File: src/rtl/hack_cpu.sv
// Hack-architecture CPU core: A/D registers, program counter and the Hack ALU.
// Executes one instruction per clock from the word presented on `instruction`.
module hack_cpu #(
    parameter int WIDTH = 16
) (
    input  logic             clock,
    input  logic             reset,
    input  logic [WIDTH-1:0] inM,
    input  logic [WIDTH-1:0] instruction,
    output logic [WIDTH-1:0] outM,
    output logic             writeM,
    output logic [WIDTH-1:0] addressM,
    output logic [WIDTH-1:0] pc
);

    localparam logic [WIDTH-1:0] PC_STEP = 1;

    logic [WIDTH-1:0] regA;
    logic [WIDTH-1:0] regD;
    logic [WIDTH-1:0] pcReg;
    logic [WIDTH-1:0] aluX;
    logic [WIDTH-1:0] aluY;
    logic [WIDTH-1:0] aluOut;
    logic [WIDTH-1:0] nextA;
    logic             isC;
    logic             zr;
    logic             ng;
    logic             jumpTaken;

    always_comb begin
        isC = instruction[WIDTH-1];

        aluX = instruction[11] ? '0 : regD;
        if (instruction[10]) aluX = ~aluX;

        aluY = instruction[12] ? inM : regA;
        if (instruction[9]) aluY = '0;
        if (instruction[8]) aluY = ~aluY;

        aluOut = instruction[7] ? (aluX + aluY) : (aluX & aluY);
        if (instruction[6]) aluOut = ~aluOut;

        zr = (aluOut == '0);
        ng = aluOut[WIDTH-1];

        jumpTaken = isC & ((instruction[2] & ng) |
                           (instruction[1] & zr) |
                           (instruction[0] & ~ng & ~zr));

        // Jump target is the value A will hold after this edge.
        if (!isC)
            nextA = {1'b0, instruction[WIDTH-2:0]};
        else if (instruction[5])
            nextA = aluOut;
        else
            nextA = regA;
    end

    always_ff @(posedge clock) begin
        if (!reset) begin
            regA  <= '0;
            regD  <= '0;
            pcReg <= '0;
        end else begin
            regA <= nextA;
            if (isC && instruction[4]) regD <= aluOut;
            pcReg <= jumpTaken ? nextA : (pcReg + PC_STEP);
        end
    end

    assign outM     = aluOut;
    assign writeM   = reset & isC & instruction[3];
    assign addressM = regA;
    assign pc       = pcReg;

endmodule

File: config.mk
export PLATFORM = sky130hd
export DESIGN_NAME = hack_cpu
export DESIGN_NICKNAME = d
export VERILOG_FILES = /design/src/rtl/hack_cpu.sv
export SDC_FILE = /design/constraint.sdc
export NUM_CORES = 1
export LEC_CHECK = 0
export ABC_AREA = 0
export BUFFER_PORTS_ARGS = -buffer_cell sky130_fd_sc_hd__buf_2
export CORE_MARGIN = 2
export CORE_UTILIZATION = 56
export DETAILED_ROUTE_END_ITERATION = 12
export GPL_ROUTABILITY_DRIVEN = 0
export GPL_TIMING_DRIVEN = 0
export PLACE_DENSITY = 0.81
export SYNTH_ARGS = -nofsm -noshare
export SYNTH_HDL_FRONTEND = slang
export SYNTH_SLANG_ARGS = --single-unit
File: constraint.sdc
create_clock -name clock -period 8.08 [get_ports clock]
set_clock_uncertainty 0.15 [all_clocks]
set_input_delay 2.424 -clock clock [delete_from_list [all_inputs] [get_ports clock]]
set_output_delay 2.424 -clock clock [all_outputs]
set_load 0.05 [all_outputs]
## Word-level counts from Yosys, hierarchy flattened

Index checks and enable logic that the tools add are counted.
Widths: inputs -> output; s select.

- Register bits: 48
- Input bits: 34
- Output and inout port bits: 49
- Word-level logic and storage cells: 32

- Add/sub/neg operators: 2
- Muxes and demuxes: 10
- Bitwise operators: 15
- Reductions and logical operators: 2

Operators with widths:

| kind | count |
|---|---|
| $mux 16 | 10 |
| $not 16->16 | 3 |
| $add 16x1->16 const B | 1 |
| $add 16x16->16 | 1 |
| $and 16x16->16 | 1 |
| $logic_not 16->1 | 1 |
| $and 1x1->1 | 7 |
| $not 1->1 | 2 |
| $or 1x1->1 | 2 |
| $logic_and 1x1->1 | 1 |

## Depth between registers and ports, before layout

- Depth in word-level cells: 14
- Gate-level depth with buffers: 18
- Gate-level depth less buffers: 15

## Worst setup path before layout

OpenSTA, ideal clock, no wires.

- Path kind: input to output
- Start: input instruction[12]
- End: output outM[13]
- Arrival: 5878 ps
- Data required time: 5506 ps
- Setup slack: -372 ps
- Stages: 13
- Path buffers: 3
- Cell sequence: clkbuf_1 > clkbuf_1 > mux2i_1 > nor2_1 > xor2_1 > ha_1 > clkbuf_1 > o21ai_0 > a21oi_1 > or2_2 > o21a_1 > o311a_1 > xnor2_1

- Cells in the longest elaborated chain, start to end: 8
- Elaborated cells between the ends (all ways): 9
- Those cells by class: add/sub: 1; mux: 5; bitwise: 3

RTL lines:

| item | line | text |
|---|---|---|
| start: declaration | 9 | `input logic [WIDTH-1:0] instruction,` |
| $mux 16 (*) | 36 | `aluY = instruction[12] ? inM : regA;` |
| $mux 16 (*) | 37 | `if (instruction[9]) aluY = '0;` |
| $not 16->16 | 38 | `if (instruction[8]) aluY = ~aluY;` |
| $mux 16 (*) | 38 |  |
| $add 16x16->16 / $and 16x16->16 (equally long branches) | 40 | `aluOut = instruction[7] ? (aluX + aluY) : (aluX & aluY);` |
| $mux 16 (*) | 40 |  |
| $not 16->16 | 41 | `if (instruction[6]) aluOut = ~aluOut;` |
| $mux 16 (*) | 41 |  |
| end: declaration | 10 | `output logic [WIDTH-1:0] outM,` |

Every way passes the cells marked *; elsewhere a longest branch is shown, timed or not.

## Worst setup path after layout

- Start: input instruction[12]
- End: output outM[11]

Same word-level chain as after synthesis.

==> summary.txt <==
Route
  • Wirelength per Cell: 17.28 um
  • Routed wire length: approximately 12,000 um
  • Drt initial violations: approximately 360
  • TritonRoute pass-1 iters: 5
  • Via count: ~4,300
  • Vias/cell: around 6
  • Residual DRC count: 0
  • Routed Antenna Nets: 0

Global route
  • Number of global-route vias before repair: 3,986
  • Initial antenna violation count: 0
  • First-pass GRT wire length: 19,910 um
  • Global Route Usage Sum: between 20% and 30%
  • Largest net degree at the start of global routing: 17
  • GRT Residual Overflow: 0

Cells and area
  • Most frequent cells in the layout: buf_2, nand2_1, nor2_1
  • Nets: 668
  • Layout cells sized above 1: between 20% and 30%
  • Final core utilization: 69.64%
  • Area Growth Syn to Fin: 20.72%
  • Diodes inserted: 0
  • Fill cells: approximately 600
  • Commonest non-fill, non-tap cell in the layout: buf_2
  • Finished Cell Area: just over 5000 sq um
  • Post-route insts no fill: just over 700

Clocking
  • Clk sinks: 48
  • Worst-Skew Late Latency: 0.31 ns
  • # H-tree levels: 2
  • Clk root buf: clkbuf_8
  • CTS tree: yes
  • Register clock-pin slew on the reported worst setup and hold paths: ~0.08 ns
  • Hold buffers post-CTS: 0
  • Num CTS Buffers: 5
  • CTS max path bufs: 2

Logic synthesis
  • EDFF count, synth: 0
  • Largest family of logic cells by synthesized area: compound AO/OA/AOI/OAI gates
  • Post-Synth XOR/XNOR Area: 13.82%
  • Synth warnings: 0
  • Predominant post-synthesis flop cell: dfxtp_1
  • Adder-cell share of the synthesized area: under 10%
  • Synth Area in Simple Gates: between 20% and 30%
  • Multiplexer share of the synthesized area: 10.74%
  • Mean Syn Cell Area: between 7 and 8 sq um
  • Sequential area share after synthesis: 22.97%
  • Yosys reg bits: 48
  • Mapped cell area: 4184 sq um
  • Synthesized net count: approximately 580
  • Synth Area in Compound Gates: 21.41%
  • Synthesized instance count: 530
  • Synth async-reset ratio: 0%
  • Synth cell types: 55

Outcome
  • Outcome: completed

Flow run
  • Maxcap violations: 0

Critical path
  • CP delay by family, top: buffers and inverters
  • Crit start category: primary input
  • Crit end category: primary output
  • Slowest cell on the critical path: ha_1
  • Max incr delay on CP: 0.48 ns
  • Bufs and invs on worst path: 3
  • CP required: ~5.5 ns
  • Worst-path maximum fanout: 10
  • Crit Reg-Reg Endpoint: pc[9]$_SDFF_PN0_
  • FF-to-FF path depth: 19
  • Crit-path cells: clkbuf_4, buf_4, mux2i_1, nor2_1, xor2_1, ha_1, nand2_1, a211oi_1, a21oi_2, xnor2_1, mux2i_1, xnor2_2, buf_2
  • CP Class: in2out
  • Most frequent CP cell: mux2i_1
  • R2R setup slack: around 3.6 ns
  • FF-to-FF Start: addressM[0]$_SDFF_PN0_
  • Arrival time worst endpoint: 5.36 ns

Place
  • Port bufs: 76
  • Placement Cell Area: between 4000 and 5000 sq um
  • Post-DP HPWL: ~9600 um
  • Dpl cells: between 700 and 800

Min path
  • Hold Path Depth: 2
  • Min-delay src: regD[9]$_SDFFE_PN0P_
  • Hold Path Class: reg2reg
  • Min-Delay Endpoint: regD[9]$_SDFFE_PN0P_

STA
  • Final Hold Slack: between 0.3 and 0.4 ns
  • Minimum clock period: 7.938 ns
  • Final Hold Fails: 0
  • Headroom to the max-slew limit: a little under half
  • Slew of the pin with the lowest slew margin: a little over 0.8 ns
  • Final period utilization: between 90% and 100%
  • # setup viols final: 0
  • Fmax: 0.1260 GHz
  • Max Slew Vio Count: 0

Floorplanning
  • Die area: a little over 8000 sq um
  • Core area: 7253 sq um
  • Top Ports: 83
  • Die width: around 90 um
  • Starting Density: between 50% and 60%
  • Die Y: about 90 um
  • Site row count: 31

Power and ir drop
  • Power per cell area: 230.6 nW/um^2
  • Peak VDD IR: around 0.15 mV
  • Tot Pwr: ~1.2 mW
  • Leak: around 2.2 nW
==> power by group <==
group / internal [mW] / switching (mW)
combinational: 0.226 / 0.441
sequential: 0.263 / 0.0223
clock: 0.125 / 0.0875
==> routing by layer <==
metal | vias up | global-route usage [%] | share of wire, %
met5 | - | 0 | 0
met4 | 0 | 7.821 | 1.8
met3 | 21 | 3.673 | 6.9
met2 | 192 | 48.75 | 47
met1 | 2060 | 40.97 | 44
li1 | 2038 | - | -
==> cell type report <==
class                   instances  area (sq um)  share of cell area [%]
multi-input cells             439          3204                   63.44
flip-flops and latches         48         960.9                   19.02
repair buffers                 80         424.2                   8.397
plain buffers                  35         173.9                   3.443
well taps                      99         123.9                   2.452
clock buffers                   5         68.82                   1.362
clock inverters                 3         68.82                   1.362
inverters                       7         26.28                  0.5202
==> worst min-delay path, delay by kind of cell, from the launching register on <==
family | cells | cell delay [ns]
compound gates | 1 | 0.05
simple gates | 1 | 0.05
flops | 1 | 0.32
==> worst max path at each step <==
| stage | start | to | depth (start not counted) |
|---|---|---|---|
| 2_1_floorplan | instruction[12] | outM[13] | 13 |
| 3_3_place_gp | instruction[10] | outM[10] | 11 |
| 3_5_place_dp | instruction[12] | outM[10] | 13 |
| 4_1_cts | instruction[12] | outM[12] | 13 |
| 5_1_grt | instruction[12] | outM[15] | 14 |
| 6_report | instruction[12] | outM[11] | 13 |
==> logic make-up after synthesis <==
kind of cell | after synthesis
mux | 44
simple gates | 185
fa+ha+maj | 18
xor+xnor | 66
buf+inv | 43
flops | 48
compound gates | 126
==> flip-flops by register name, summed over array words and instances (netlist names) <==
register and count:
addressM 16, regD 16, pc 16
==> Yosys cell counts (all sizes together), types with 2 or more instances <==
cell | n | share of area [%]
nand2 | 56 | 5.0
and3 | 9 | 1.3
nor2 | 52 | 4.7
nand2b | 20 | 3.0
clkbuf | 23 | 2.1
a21oi | 49 | 5.9
o211ai | 6 | 1.2
xnor2 | 41 | 8.6
a21o | 7 | 1.5
o21a | 3 | 0.57
o21bai | 2 | 0.36
or2 | 2 | 0.30
a211o | 2 | 0.42
nand4 | 2 | 0.30
buf | 13 | 1.9
o21ai | 22 | 2.7
inv | 7 | 0.63
nor3b | 5 | 0.90
mux2i | 40 | 9.6
o2bb2ai | 3 | 0.63
a221oi | 3 | 0.63
nand3 | 13 | 1.6
o2111a | 2 | 0.54
nand3b | 4 | 0.72
mux2 | 4 | 1.2
o2111ai | 2 | 0.57
dfxtp | 48 | 23
ha | 17 | 5.1
a211oi | 19 | 4.8
nor3 | 13 | 1.6
a22o | 2 | 0.42
nor4 | 2 | 0.30
nor2b | 2 | 0.30
xor2 | 25 | 5.2
==> repair_timing <==
item	4_1_cts	5_1_grt
pin swaps	0	5
buffers inserted	1	3
resized for setup	16	21
hold endpoints to repair	0	0
setup endpoints to repair	13	8
==> through the flow <==
| step | setup WS (ns) | TNS, ns |
|---|---|---|
| floorplan | -0.03391 | -0.03391 |
| global placement | -0.5974 | -4.577 |
| detailed placement | -0.6571 | -5.243 |
| CTS | 0.003642 | 0 |
| global route | -0.01241 | -0.01241 |
| finish | 0.1421 | 0 |
Power figures use the tool's default switching activity.
